`src/rtl/tetris_pkg.sv`:
```
// tetris_pkg: shared screen-mode constants and FSM state encodings for the
// game-event producer and the screen-mode controller.
package tetris_pkg;

  // Screen modes driven by the screen-mode controller (2'b11 is invalid)
  localparam logic [1:0] MODE_HOME = 2'b10;
  localparam logic [1:0] MODE_GAME = 2'b01;
  localparam logic [1:0] MODE_END  = 2'b00;

  // Start-pulse FSM
  localparam logic [1:0] ST_WAIT_REL = 2'd0;
  localparam logic [1:0] ST_ARMED    = 2'd1;
  localparam logic [1:0] ST_FIRE     = 2'd2;

  // Gameover FSM
  localparam logic [0:0] G_IDLE = 1'b0;
  localparam logic [0:0] G_HOLD = 1'b1;

endpackage

```
`src/rtl/key_debounce.sv`:
```
// key_debounce: two-flop synchronizer plus counter debouncer for an
// active-low pushbutton. deb is 1 while pressed; press is the rising edge
// of deb. Everything resets to "pressed" so a key held through reset never
// looks like a fresh press.
module key_debounce #(
  parameter int DEBOUNCE_CYCLES = 500000,
  parameter int CNT_W           = 20
) (
  input  logic Clk,
  input  logic Resetn,
  input  logic key_n,
  output logic deb,
  output logic press
);

  localparam logic [CNT_W-1:0] CNT_LAST = CNT_W'(DEBOUNCE_CYCLES - 1);

  logic             sync1;
  logic             key_s;
  logic             deb_d;
  logic [CNT_W-1:0] cnt;

  // Synchronize the raw button and invert it so 1 = pressed
  always_ff @(posedge Clk) begin
    if (!Resetn) begin
      sync1 <= 1'b1;
      key_s <= 1'b1;
    end else begin
      sync1 <= ~key_n;
      key_s <= sync1;
    end
  end

  // Flip deb only after key_s has disagreed with it for DEBOUNCE_CYCLES edges
  always_ff @(posedge Clk) begin
    if (!Resetn) begin
      cnt   <= '0;
      deb   <= 1'b1;
      deb_d <= 1'b1;
    end else begin
      deb_d <= deb;
      if (key_s == deb) begin
        cnt <= '0;
      end else if (cnt == CNT_LAST) begin
        deb <= key_s;
        cnt <= '0;
      end else begin
        cnt <= cnt + 1'b1;
      end
    end
  end

  assign press = deb & ~deb_d;

endmodule

```
`src/rtl/game_event_gen.sv`:
```
// game_event_gen: produces the screen FSM's start pulse (debounced button,
// Home screen only) and gameover level (spawn collision, Game screen only).
// Optional feature macro TETRIS_TOPOUT_EN adds the lock_top input, which also
// raises gameover when a piece locks above the visible rows.
module game_event_gen
  import tetris_pkg::*;
#(
  parameter int DEBOUNCE_CYCLES = 500000,
  parameter int CNT_W           = 20
) (
  input  logic       Clk,
  input  logic       Resetn,
  input  logic       key_start_n,
  input  logic [1:0] mode,
  input  logic       spawn_req,
  input  logic       spawn_collide,
`ifdef TETRIS_TOPOUT_EN
  input  logic       lock_top,
`endif
  output logic       start,
  output logic       gameover
);

  logic       deb;
  logic       press;
  logic [1:0] state;
  logic [1:0] state_nxt;
  logic [0:0] gstate;
  logic       over_evt;

  key_debounce #(
    .DEBOUNCE_CYCLES(DEBOUNCE_CYCLES),
    .CNT_W          (CNT_W)
  ) u_deb (
    .Clk   (Clk),
    .Resetn(Resetn),
    .key_n (key_start_n),
    .deb   (deb),
    .press (press)
  );

  // Start FSM next state: must see the key released before a press counts,
  // and a press on any screen but Home is consumed without a pulse
  always_comb begin
    state_nxt = state;
    case (state)
      ST_WAIT_REL: if (!deb) state_nxt = ST_ARMED;
      ST_ARMED:    if (press) state_nxt = (mode == MODE_HOME) ? ST_FIRE : ST_WAIT_REL;
      ST_FIRE:     state_nxt = ST_WAIT_REL;
      default:     state_nxt = ST_WAIT_REL;
    endcase
  end

  // Start FSM state register
  always_ff @(posedge Clk) begin
    if (!Resetn) state <= ST_WAIT_REL;
    else         state <= state_nxt;
  end

  assign start = (state == ST_FIRE);

`ifdef TETRIS_TOPOUT_EN
  assign over_evt = (spawn_req & spawn_collide) | lock_top;
`else
  assign over_evt = spawn_req & spawn_collide;
`endif

  // Gameover FSM: latch a game-ending event while in Game, hold until the
  // controller leaves the Game screen
  always_ff @(posedge Clk) begin
    if (!Resetn) begin
      gstate <= G_IDLE;
    end else begin
      case (gstate)
        G_IDLE:  if (mode == MODE_GAME && over_evt) gstate <= G_HOLD;
        default: if (mode != MODE_GAME) gstate <= G_IDLE;
      endcase
    end
  end

  assign gameover = (gstate == G_HOLD);

endmodule

```
`config.mk`:
```
export PLATFORM = sky130hd
export DESIGN_NAME = game_event_gen
export DESIGN_NICKNAME = d
export VERILOG_FILES = /design/src/rtl/tetris_pkg.sv /design/src/rtl/key_debounce.sv /design/src/rtl/game_event_gen.sv
export SDC_FILE = /design/constraint.sdc
export NUM_CORES = 1
export LEC_CHECK = 0
export ABC_AREA = 0
export CORE_MARGIN = 5
export CORE_UTILIZATION = 40
export CTS_BUF_LIST = sky130_fd_sc_hd__clkbuf_4 sky130_fd_sc_hd__clkbuf_8 sky130_fd_sc_hd__clkbuf_16
export DETAILED_ROUTE_END_ITERATION = 8
export MAX_ROUTING_LAYER = met4
export PLACE_DENSITY = 0.62
export SYNTH_ARGS = -nofsm -noshare
export SYNTH_HDL_FRONTEND = slang
export SYNTH_SLANG_ARGS = --single-unit
```
`constraint.sdc`:
```
create_clock -name Clk -period 1.87 [get_ports Clk]
set_input_delay 0.374 -clock Clk [delete_from_list [all_inputs] [get_ports Clk]]
set_output_delay 0.374 -clock Clk [all_outputs]
set_load 0.1 [all_outputs]
```
==> flow_summary.yaml <==
cts:
  cts.sinks: 27
  cts_hold_buf: 0
  clock_latency_ps: 320
  cts_buffer_depth: 2
  cts.clk_slew.worst_paths_ps: 130
  post_cts_buffers: 0
  cts_tree: "done"
  cts_resized: 0
  cts_root_buffer: "clkbuf_4"
  h-tree-depth: 1
  numCtsBuffers: 3
logic_synthesis:
  synth-seq-cells: 27
  syn_inst: 126
  synth_cell_types: 31
  syn_area_um2: 1140
  synthTopCellsByArea: "dfxtp_1 47%, xor2_1 6.1%, nor2_1 5.6%, nand3_1 3.9%, xnor2_1 3.8%"
  synth_edf_count: 0
  synth-main-ff-cell: "dfxtp_1"
  syn_nets: 134
  yosys_warnings: 0
  avgSynthCellArea_um2: 9.07
  synth_top_cell_by_area: "dfxtp_1"
  ys_async_sr_fraction: 0
  yosysMostFrequentCell: "dfxtp_1"
  synth_common_cells: "27 x dfxtp_1, 17 x nor2_1, 9 x nand2_1, 9 x nand3_1, 8 x xor2_1"
  ys_seq_area_frac: 0.473
  synth_top_area_frac: 0.473
drt:
  drt_pre_antenna_iters: 4
  ant_nets: 0
  wl_per_cell_um: 12.2
  vias: 900
  vias_per_cell: 5.33
  drc: 0
  drt_iter0_drc: 16
  drt-total-wl_mm: 2.06
grt:
  grt_pass1_vias: 809
  grt_overflow: 0
  track_usage: 0.109
  grt_pass1_wl_mm: 3.44
  grt_max_degree: 15
  antenna_found_initial: 0
floorplan:
  rows: 19
  dieWidth_um: 63.4
  die_y_um: 63.4
  core_um2: 2760
  io_pins: 9
  dieArea_um2: 4020
  start_util: 0.414
final_layout:
  fillers: 278
  seqCellArea_um2: 541
  multi_input_area_um2: 583
  final_nets: 147
  diodes: 0
  drive_gt1_frac: 0.116
  area_growth_pct: 14.7
timing:
  maxSlewHeadroom: 0.763
  slew_viol_final: 0
  tightest_slew_ps: 353
  max_freq_ghz: 0.599
  hold_viol: 0
  rsz0062_at_grt: "false"
  finalCritPeriodShare: 0.893
  finalSetupViolCount: 0
  fin_crit_ps: 1670
  clock_skew_ps: 2.30
  tns_ps: 0
critical_path:
  r2r-start: "u_deb.cnt[2]$_SDFF_PP0_"
  endpoint_kind: "flop"
  worstPathRequired_ps: 2130
  start_kind: "flop"
  crit_type: "flop to flop"
  worstPathArrival_ps: 1930
  rr_worst_depth: 4
  worstPathMaxFanout: 5
  ff2ff_setup_slack_ps: 200
  r2r-end: "u_deb.cnt[19]$_SDFF_PP0_"
worst_hold_path:
  min_to: "state[1]$_SDFFE_PN0P_"
  worst_hold_path_type: "flop to flop"
  min_path_cells: 1
  hold_start: "u_deb.deb_d$_SDFF_PN1_"
placement:
  port_buffers: 8
  dp_hpwl_mm: 1.56
  place_congestion: 0.795
status:
  status: "finished, final reports clean"
pwr:
  total_power_w: 0.000864
  leakage_nw: 0.407
  power_density_nw_per_um2: 660
  vdd_ir_drop_max_v: 0.000481
run:
  drv_cap: 0
-- layout by cell type (no fill, tap or decap), drive strengths merged, types with 2 or more instances in the layout --
master,Yosys,routed
xnor2,5,5
and4,3,3
o31ai,3,3
nor2,17,17
or4,3,3
inv,2,2
o21ai,3,3
dfxtp,27,27
clkdlybuf4s50,0,6
a21oi,8,8
xor2,8,8
nand3,9,9
nor3,3,3
nand4,4,4
clkbuf,1,4
nand2b,5,5
nand2,9,9
or3,5,5
buf,2,5
nor4,2,2
-- through the flow --
stage                     area [µm²]  cells  hold WS (ps)   util  setup WS, ps
after floorplan                 1140    126           386      -           211
after global placement          1280    165           398  0.464           255
after detailed placement        1280    165           406  0.464           224
after CTS                       1310    169           432  0.475           200
after global routing            1310    169           447  0.475          86.1
final                           1310    169           429  0.475           200
-- worst max-delay path: stages (launching register included) --
cell     delay (ps)
dfxtp_1         430
nand4_2         180
or3_1           450
or4_1           420
a21oi_1         150
-- layout make-up --
cell class,instances,share of cell area
timing repair buffer,11,0.0840
sequential,27,0.413
inverter,2,0.00573
clock buffer,4,0.0229
tap,31,0.0296
multi-input combinational,94,0.445
-- sequential cells by signal (all words and copies together) (netlist names) --
register,count
u_deb.key_s,1
u_deb.sync1,1
gameover,1
u_deb.deb,1
u_deb.deb_d,1
u_deb.cnt,20
state,2
-- where the power goes --
group	switching, W	leakage (nW)	internal, W
sequential	0.00000183	0.218	0.000578
clock	0.000157	0.0184	0.0000980
combinational	0.0000131	0.170	0.0000162
total	0.000172	0.407	0.000692
-- kinds of logic after synthesis --
| kind of cell | synth area share |
|---|---|
| mux | 0.00986 |
| buf+inv | 0.0186 |
| fa+ha+maj | 0.0110 |
| xor+xnor | 0.0997 |
| flops | 0.473 |
| compound gates | 0.0778 |
| simple gates | 0.310 |
-- how the worst max path moves through the flow --
stage          slack (ps)               startpoint                       end  cells past startpoint
4_1_cts               200  u_deb.cnt[2]$_SDFF_PP0_  u_deb.cnt[19]$_SDFF_PP0_                      4
6_report              200  u_deb.cnt[2]$_SDFF_PP0_  u_deb.cnt[19]$_SDFF_PP0_                      4
3_5_place_dp          220  u_deb.cnt[2]$_SDFF_PP0_  u_deb.cnt[19]$_SDFF_PP0_                      4
5_1_grt                90  u_deb.cnt[9]$_SDFF_PP0_  u_deb.cnt[19]$_SDFF_PP0_                      4
2_1_floorplan         210  u_deb.cnt[0]$_SDFF_PP0_  u_deb.cnt[18]$_SDFF_PP0_                      6
3_3_place_gp          250  u_deb.cnt[2]$_SDFF_PP0_  u_deb.cnt[17]$_SDFF_PP0_                      4
-- per-layer routing --
layer  vias to the layer above  wire length [µm]  track usage
met5                         -                 0            -
li1                        466                 -            -
met4                         0                55       0.0623
met1                       421              1020        0.138
met2                         8               943        0.162
met3                         5                47       0.0160
No activity file was read; power rests on OpenSTA's default activity.
